[src/rtl/truth_table_pkg.sv]
// rtl/truth_table_pkg.sv - shared types and constants for the truth-table probe
// Purpose: FSM state encoding and sizing constants used by the probe and its settle timer.
// Ports: none (package).
package truth_table_pkg;

   typedef enum logic [1:0] {
      IDLE   = 2'd0,
      DRIVE  = 2'd1,
      SAMPLE = 2'd2,
      FINISH = 2'd3
   } probe_state_t;

   localparam int NUM_INPUTS = 3;
   localparam int NUM_COMBOS = 8;
   localparam int TABLE_W    = 8;
   localparam int SETTLE_W   = $clog2(16);

endpackage

[src/rtl/probe_settle_timer.sv]
// rtl/probe_settle_timer.sv - loadable down-counter timing how long a combination settles
// Purpose: counts down from a loaded value once per cycle; expired while the count is zero.
// Ports: clk, rst_n (sync, active-low), clear (force count to 0), load/load_value
//        (preset the count, wins over clear), expired (count == 0).
module probe_settle_timer
   import truth_table_pkg::*;
(
   input  logic                clk,
   input  logic                rst_n,
   input  logic                clear,
   input  logic                load,
   input  logic [SETTLE_W-1:0] load_value,
   output logic                expired
);

   logic [SETTLE_W-1:0] count;

   always_ff @(posedge clk) begin
      if (!rst_n) begin
         count <= '0;
      end else if (load) begin
         count <= load_value;
      end else if (clear) begin
         count <= '0;
      end else if (count != '0) begin
         count <= count - 1'b1;
      end
   end

   assign expired = (count == '0);

endmodule

[src/rtl/truth_table_probe.sv]
// rtl/truth_table_probe.sv - sweeps a 3-input gate and captures its truth-table code
// Purpose: drives idx 0..7 onto the gate under test, samples its output after a
//          settle interval and publishes the 8-bit code (idx 0 at the MSB).
// Ports: clk, rst_n (sync, active-low), start (sweep request), sample (gate output),
//        drive_in (gate inputs {in1,in2,in3}), busy, done (1-cycle pulse),
//        table_out (captured code), match (table_out == EXPECTED).
module truth_table_probe
   import truth_table_pkg::*;
#(
   parameter int               SETTLE_CYCLES = 2,
   parameter logic [TABLE_W-1:0] EXPECTED    = 8'h74
)
(
   input  logic                  clk,
   input  logic                  rst_n,
   input  logic                  start,
   input  logic                  sample,
   output logic [NUM_INPUTS-1:0] drive_in,
   output logic                  busy,
   output logic                  done,
   output logic [TABLE_W-1:0]    table_out,
   output logic                  match
);

   localparam logic [NUM_INPUTS-1:0] LAST_IDX = NUM_INPUTS'(NUM_COMBOS - 1);

   probe_state_t          state, next_state;
   logic [NUM_INPUTS-1:0] idx, idx_next;
   logic [TABLE_W-1:0]    cap, cap_next;
   logic                  publish;
   logic                  timer_clear, timer_load, timer_expired;
   logic                  sweeping_next;

   probe_settle_timer u_timer (
      .clk        (clk),
      .rst_n      (rst_n),
      .clear      (timer_clear),
      .load       (timer_load),
      .load_value (SETTLE_W'(SETTLE_CYCLES)),
      .expired    (timer_expired)
   );

   always_comb begin
      next_state  = state;
      idx_next    = idx;
      cap_next    = cap;
      publish     = 1'b0;
      timer_clear = 1'b0;
      timer_load  = 1'b0;
      case (state)
         // FINISH is the done cycle; it behaves as idle so a start there
         // launches the next sweep without a gap.
         IDLE, FINISH: begin
            next_state  = IDLE;
            timer_clear = 1'b1;
            if (start) begin
               next_state = DRIVE;
               idx_next   = '0;
               timer_load = 1'b1;
            end
         end
         DRIVE: begin
            if (timer_expired) begin
               next_state = SAMPLE;
            end
         end
         SAMPLE: begin
            cap_next[LAST_IDX - idx] = sample;
            if (idx == LAST_IDX) begin
               next_state = FINISH;
               publish    = 1'b1;
            end else begin
               next_state = DRIVE;
               idx_next   = idx + 1'b1;
               timer_load = 1'b1;
            end
         end
         default: begin
            next_state = IDLE;
         end
      endcase
   end

   assign sweeping_next = (next_state == DRIVE) || (next_state == SAMPLE);

   // Outputs are registered from the next-state values so they line up with
   // the state they describe while keeping sample/start off any output path.
   always_ff @(posedge clk) begin
      if (!rst_n) begin
         state     <= IDLE;
         idx       <= '0;
         cap       <= '0;
         drive_in  <= '0;
         busy      <= 1'b0;
         done      <= 1'b0;
         table_out <= '0;
         match     <= 1'b0;
      end else begin
         state    <= next_state;
         idx      <= idx_next;
         cap      <= cap_next;
         drive_in <= sweeping_next ? idx_next : '0;
         busy     <= sweeping_next;
         done     <= (next_state == FINISH);
         if (publish) begin
            table_out <= cap_next;
            match     <= (cap_next == EXPECTED);
         end
      end
   end

endmodule
[config.mk]
export PLATFORM = sky130hd
export DESIGN_NAME = truth_table_probe
export DESIGN_NICKNAME = d
export VERILOG_FILES = /design/src/rtl/truth_table_pkg.sv /design/src/rtl/probe_settle_timer.sv /design/src/rtl/truth_table_probe.sv
export SDC_FILE = /design/constraint.sdc
export NUM_CORES = 1
export LEC_CHECK = 0
export CORE_UTILIZATION = 50
export DETAILED_ROUTE_END_ITERATION = 10
export GPL_ROUTABILITY_DRIVEN = 1
export PLACE_DENSITY = 0.71
export SLEW_MARGIN = 0
export SYNTH_ARGS = -nofsm -noshare
export SYNTH_HDL_FRONTEND = slang
export SYNTH_SLANG_ARGS = --single-unit
export TNS_END_PERCENT = 50
[constraint.sdc]
create_clock -name clk -period 2.7 [get_ports clk]
set_clock_uncertainty 0.1 [all_clocks]
set_input_delay 0.54 -clock clk [delete_from_list [all_inputs] [get_ports clk]]
set_output_delay 0.54 -clock clk [all_outputs]
set_load 0.005 [all_outputs]
==> metrics list <==
- The flow ran to the end, and the final reports show no timing, DRC or antenna violations.
- At the pin with the least slew margin, the transition time is 462.2 ps.
- Final core utilization: 60.32%
* Required time at the worst-slack endpoint: 2840 ps
- Leakage power: 0.0007102 uW
- Maximum number of pins on one net before global-route repair: 21
* Global route total overflow: 0
- Placer congestion estimate: 0.7435
* Ratio of cells with drive above 1 in the final layout: 9.150%
- Final slew viol count: 0
* Count of final setup violators: 0
- Counting distinct cell types in the post-synthesis netlist gives 39.
- After layout, the worst path uses 78.87% of the clock period.
- The synthesized design devotes to its leading area cell type 43.47% of total area.
- In this run the number of H-tree levels came out at 2.
- For this run, the register share of the synthesized area comes to 43.47%.
- The critical path in this run is classified as reg2reg.
* Count of antenna diodes in the layout: 0
* Vias per std cell: 5.391
- Initial antenna violation count: 0
* RSZ-0062 raised after global routing: false
* Worst-case hold path end point: match
- Data on the critical path arrives at its endpoint at 2270 ps.
- The number of hold buffers added after CTS was 0.
- Clock transition time at the flip-flop clock pins of the worst setup and hold paths: 100 ps
- The floorplan step set the die width to 55.44 um.
- Of all flip-flops after synthesis, the portion carrying an async set or reset was 0%.
* Most used standard cells in the synthesized netlist: sky130_fd_sc_hd__dfxtp_1 (31), sky130_fd_sc_hd__nand2_1 (10), sky130_fd_sc_hd__mux2i_1 (8)
- Clock latency on the worst-skew pair: 330 ps
- Each instance of the synthesized netlist takes up on average 10.42 sq um.
- The first detailed-routing pass ran for 5 iterations.
- STA classifies the critical path startpoint as a flop.
- Once the clock tree was built, the setup fixing pass inserted 0 buffers.
* Worst hold path depth: 2
- Worst slew margin relative to its limit: 69.12%
- TritonCTS clock tree: yes
- The biggest area contributor in the post-synthesis netlist is sky130_fd_sc_hd__dfxtp_1.
* Cells taking the most area after synthesis: sky130_fd_sc_hd__dfxtp_1 (43%), sky130_fd_sc_hd__mux2i_1 (5.6%), sky130_fd_sc_hd__ha_1 (5.3%)
* Global-route wire length before repair: 3884 um
- Maximum clock insertion buffer count: 2
* Routed wirelength normalized by instance count: 12.81 um
- FMAX: 469.6 MHz
* CTS sink cnt: 31
* Post-Synthesis Cells: 137
- Number of enable flip-flop cells after synthesis: 0
- Counting the buffers created by CTS gives 5.
* DRC violations left: 0
- DIE AREA: 3073 sq um
* Largest fanout on the critical path: 20
* Leading register cell type out of synthesis: sky130_fd_sc_hd__dfxtp_1
* Net Count, Synth: 147
- Start point of the worst hold path: match
- Hold violation count in the final report: 0
* Top-count cell post-synth: sky130_fd_sc_hd__dfxtp_1
* Area of the mapped netlist: 1428 sq um
- Adding up every negative setup slack in the final design gives 0 ps.
- The worst hold path belongs to the class reg2reg.
* Global Route Usage Sum: 16.50%
* Worst reg2reg startpoint: state[0]
* IR drop worst, VDD: 0.4675 mV
* Number of nets at the end of the flow: 162
- Final wirelength: 2357 um
- Area of the core: 2734 sq um
- Via count of the first global-routing pass: 894
* Hold Worst Slack: 400.0 ps
- The Yosys step of the flow raised 0 warnings.
- Row count: 19
- Y dimension of the die: 55.44 um
- Critical Path Sink Type: flop
- 18 I/O pins were placed.
- For this block, the initial DRC count from the detailed router was 19.
* Max cap viols: 0
* CTS root buffer: sky130_fd_sc_hd__clkbuf_4
- Half-perimeter wire length after placement: 1695 um
- Resized Gates After CTS: 0
- In this run the critical register-to-register path is captured at drive_in[0].
- In this run, synthesis produced a sequential element count of 31.
- The routed design could run at a clock period as short as 2130 ps.
* Port Buffer Count: 17
- The area growth from synthesis to layout is 15.51%.
- The detail route stage leaves a number of antenna-violating nets equal to 0.
- Slack of the worst reg-to-reg path: 570 ps
* Starting Density: 52.22%
- Dividing total power by cell area gives a power density of 565.2 nW/um^2.
- R2r worst-path depth: 7
* Total vias in the final route: 992
==> layout by cell type (no fill, tap or decap), types with 2 or more instances in the layout <==
cell,count
sky130_fd_sc_hd__dfxtp_1,31
sky130_fd_sc_hd__clkdlybuf4s50_1,17
sky130_fd_sc_hd__nand2_1,10
sky130_fd_sc_hd__mux2i_1,8
sky130_fd_sc_hd__and2_1,7
sky130_fd_sc_hd__nor2b_1,7
sky130_fd_sc_hd__o211a_1,7
sky130_fd_sc_hd__ha_1,6
sky130_fd_sc_hd__inv_1,5
sky130_fd_sc_hd__o21ai_0,5
sky130_fd_sc_hd__clkbuf_4,5
sky130_fd_sc_hd__nand4b_1,4
sky130_fd_sc_hd__nand3b_1,4
sky130_fd_sc_hd__a21oi_1,3
sky130_fd_sc_hd__nor2_1,3
sky130_fd_sc_hd__nand4bb_1,2
sky130_fd_sc_hd__a21boi_0,2
sky130_fd_sc_hd__o31ai_1,2
sky130_fd_sc_hd__and2b_1,2
sky130_fd_sc_hd__xnor2_1,2
sky130_fd_sc_hd__nor3_1,2
==> through the flow <==
step	worst slack, ps	power, uW	instances	instance area, sq um
after floorplan	792.9	546.7	137	1428
after global placement	687.9	564.7	176	1563
after detailed placement	593.4	568.6	176	1563
after CTS	572.6	942.4	184	1649
after global routing	403.4	976.2	184	1649
final	570.5	932.1	184	1649
==> worst max-delay path: stages, from the launching register on <==
cell and delay, ps:
sky130_fd_sc_hd__dfxtp_1 350, sky130_fd_sc_hd__inv_1 70, sky130_fd_sc_hd__ha_1 380, sky130_fd_sc_hd__and3_4 410, sky130_fd_sc_hd__inv_1 70, sky130_fd_sc_hd__a21oi_1 180
sky130_fd_sc_hd__ha_1 300, sky130_fd_sc_hd__and3_1 170
==> routing by layer <==
layer | up-vias | routed length, um | track usage (%)
met1 | 459 | 1191 | 21.66
met4 | 0 | 44 | 7.500
met2 | 14 | 1023 | 23.24
met5 | - | 0 | 0
li1 | 512 | - | -
met3 | 7 | 98 | 7.260
==> worst max path at each step <==
stage                      from          end  slack, ps  cells past startpoint
3_5_place_dp           state[0]  drive_in[0]        590                      7
3_3_place_gp   u_timer.count[0]  drive_in[0]        690                      7
2_1_floorplan  u_timer.count[0]  drive_in[0]        790                      7
6_report               state[0]  drive_in[0]        570                      7
4_1_cts                state[0]  drive_in[0]        570                      7
5_1_grt        u_timer.count[0]  drive_in[0]        400                      7
==> power breakdown <==
group	switching, uW	total [uW]	internal (uW)
combinational	43.6	85.7	42.1
clock	156	374	219
sequential	6.30	472	466
total	205	932	727
==> state kept, by name, indices dropped and copies added, names as in the netlist, 2 cells and up <==
| name | count |
|---|---|
| table_out | 8 |
| u_timer.count | 4 |
| cap | 8 |
| drive_in | 3 |
| idx | 3 |
| state | 2 |
==> kinds of logic (layout without fill, tap and decap cells) <==
family                   count (synthesis)  count (layout)  share of synthesized area (%)
AND/OR/NAND/NOR                         52              52                          24.80
flip-flops                              31              31                          43.47
AO/OA/AOI/OAI                           23              23                          12.62
buffers and inverters                   15              31                          7.011
multiplexers                             8               8                          5.609
adder cells (fa/ha/maj)                  6               6                          5.258
XOR/XNOR                                 2               2                          1.227
==> layout make-up <==
cell class / instances / area [sq um]
clock buffers: 6 / 51.30
clock inverters: 2 / 35.03
fillers: 230 / 1085
inverters: 5 / 18.77
multi-input cells: 91 / 706.9
flip-flops and latches: 31 / 620.6
well taps: 31 / 38.79
repair buffers: 18 / 177.7
(Power assumes the default switching activity.)
==> edit: new RTL, same settings <==
Put one more register stage on the output `table_out`, with the module's reset. The value now appears one clock later. The other outputs are not delayed to match.
--- a/src/rtl/truth_table_probe.sv
+++ b/src/rtl/truth_table_probe.sv
@@ -25,2 +25,4 @@
    localparam logic [NUM_INPUTS-1:0] LAST_IDX = NUM_INPUTS'(NUM_COMBOS - 1);
+
+   logic [TABLE_W-1:0] table_s0;
 
@@ -95,3 +97,3 @@
          done      <= 1'b0;
-         table_out <= '0;
+         table_s0 <= '0;
          match     <= 1'b0;
@@ -105,3 +107,3 @@
          if (publish) begin
-            table_out <= cap_next;
+            table_s0 <= cap_next;
             match     <= (cap_next == EXPECTED);
@@ -111,2 +113,10 @@
 
+   always_ff @(posedge clk) begin
+      if (!rst_n) begin
+         table_out <= '0;
+      end else begin
+         table_out <= table_s0;
+      end
+   end
+
 endmodule
Function: same outputs for any inputs over 10 cycles, from zero or initial values and one cycle with rst_n low; that may be too few to reach the edited logic, so the function may still have changed.
==> edit against the unedited design <==
Combinational power rose by 4.3%; worst hold slack got worse by 0.028 ns; synthesized cell count rose by 17%; core utilization rose by 0.42 points; total power rose by 4.3%; largest power group unchanged; area after synthesis rose by 13%; sequential share of layout area rose by 4.5 points; cell area rose by 12%; critical endpoint is now busy$_SDFF_PN0_; routed wire length rose by 19%; sequential cell count rose by 8; critical path type unchanged; fmax rose by 7.7%; setup slack improved by 0.15 ns.
==> edit: results (changes against the unedited design) <==
| Metric | Value |
|---|---|
| WP data arrival | 2.15 ns (was 2.27 ns) |
| Vias per inst | 5.243 (was 5.391) |
| Pre-CTS setup slack | 0.7240 ns (was 0.5934 ns) |
| Die area | 0.003444 mm2 (was 0.003073 mm2) |
| Leak Pwr | 0.7887 nW (was 0.7102 nW) |
| Slew @ Worst Pin | 0.4778 ns (was 0.4622 ns) |
| First-pass GRT wire length | 4533 um (was 3884 um) |
| Post-DP HPWL | 1917 um (was 1695 um) |
| Worst VDD drop | 0.3251 mV (was 0.4675 mV) |
| Detailed router's first-iteration violation count | 36 (was 19) |
| GP Congestion | 0.8271 (was 0.7435) |
| Routed WL per cell | 12.59 um (was 12.81 um) |
| Max Fanout on Critical Path | 5 (was 20) |
| Post-DP Area | 0.001800 mm2 (was 0.001563 mm2) |
| Fraction of layout cells with a size suffix above 1 | 8.427% (was 9.150%) |
| Clk_lat worst skew | 0.36 ns (was 0.33 ns) |
| Nets | 187 (was 162) |
| Largest cells by area after synthesis | dfxtp_1, and2_1, mux2i_1, ha_1, o211a_1 (was dfxtp_1, mux2i_1, ha_1, o211a_1, buf_6) |
| Fill count | 289 (was 230) |
| Synth cell types | 35 (was 39) |
| Horiz. Die Dim | 58.69 um (was 55.44 um) |
| Regs by FF count | cap x8, table_out x8, table_s0 x8 (was cap x8, table_out x8, u_timer.count x4) |
| Post-route insts no fill | 222 (was 184) |
| Status | finished clean (unchanged) |
| Vias in the first global route | 1,016 (was 894) |
| Post-synth top cells | dfxtp_1, and2_1, nand2_1 (was dfxtp_1, nand2_1, mux2i_1) |
| Placed Instances | 214 (was 176) |
| Drt pass-1 iters | 4 (was 5) |
| Sequential fraction of the synthesis area | 48.60% (was 43.47%) |
| Clock-pin transition on the worst setup and hold timing paths | 0.12 ns (was 0.10 ns) |
| Post-Syn Area per Cell | 10.04 um2 (was 10.42 um2) |
| Pin count of the biggest net entering global routing | 26 (was 21) |
[edit: logic make-up after synthesis]
| logic type | synth area share, % |
|---|---|
| compound gates | 11.92 |
| fa+ha+maj | 4.673 |
| simple gates | 25.47 |
| xor+xnor | 0.5453 |
| flops | 48.60 |
| mux | 4.985 |
| buf+inv | 3.816 |
[edit: worst max-delay path, stage by stage, from the launching register on]
cell,delay [ns]
dfxtp_1,0.32
inv_1,0.08
ha_1,0.21
nor3b_2,0.35
nor2_1,0.09
o31a_1,0.26
ha_1,0.31
and2_1,0.16
[edit: area by class of cell]
type / instances / area [um2] / area share [%]
Clock buffer: 6 / 41.29 / 2.227
Inverter: 4 / 15.01 / 0.8097
Sequential cell: 39 / 780.7 / 42.11
Timing Repair Buffer: 19 / 185.2 / 9.987
Clock inverter: 2 / 12.51 / 0.6748
Multi-Input combinational cell: 108 / 764.5 / 41.23
Tap cell: 44 / 55.05 / 2.969
[edit: worst paths after layout]
| path | slack [ns] | endpoint | cells past startpoint | start |
|---|---|---|---|---|
| max reg2reg | 0.72 | busy$_SDFF_PN0_ | 7 | u_timer.count[0]$_SDFFE_PP0N_ |
| max | 0.72 | busy$_SDFF_PN0_ | 7 | u_timer.count[0]$_SDFFE_PP0N_ |
| min | 0.37 | table_out[4]$_SDFF_PN0_ | 1 | table_s0[4]$_SDFFE_PN0P_ |
| min reg2reg | 0.37 | table_out[4]$_SDFF_PN0_ | 1 | table_s0[4]$_SDFFE_PN0P_ |
[edit: routing by layer]
layer,routed length [um],global-route usage [%]
met1,1271,20.92
met2,1336,29.72
met3,123,4.835
met4,63,12.24
met5,0,0
[edit: power breakdown]
group	switching, mW	internal, mW	leakage (nW)
Sequential	0.00691	0.584	0.315
Combinational	0.0479	0.0415	0.446
Clock	0.191	0.100	0.0282
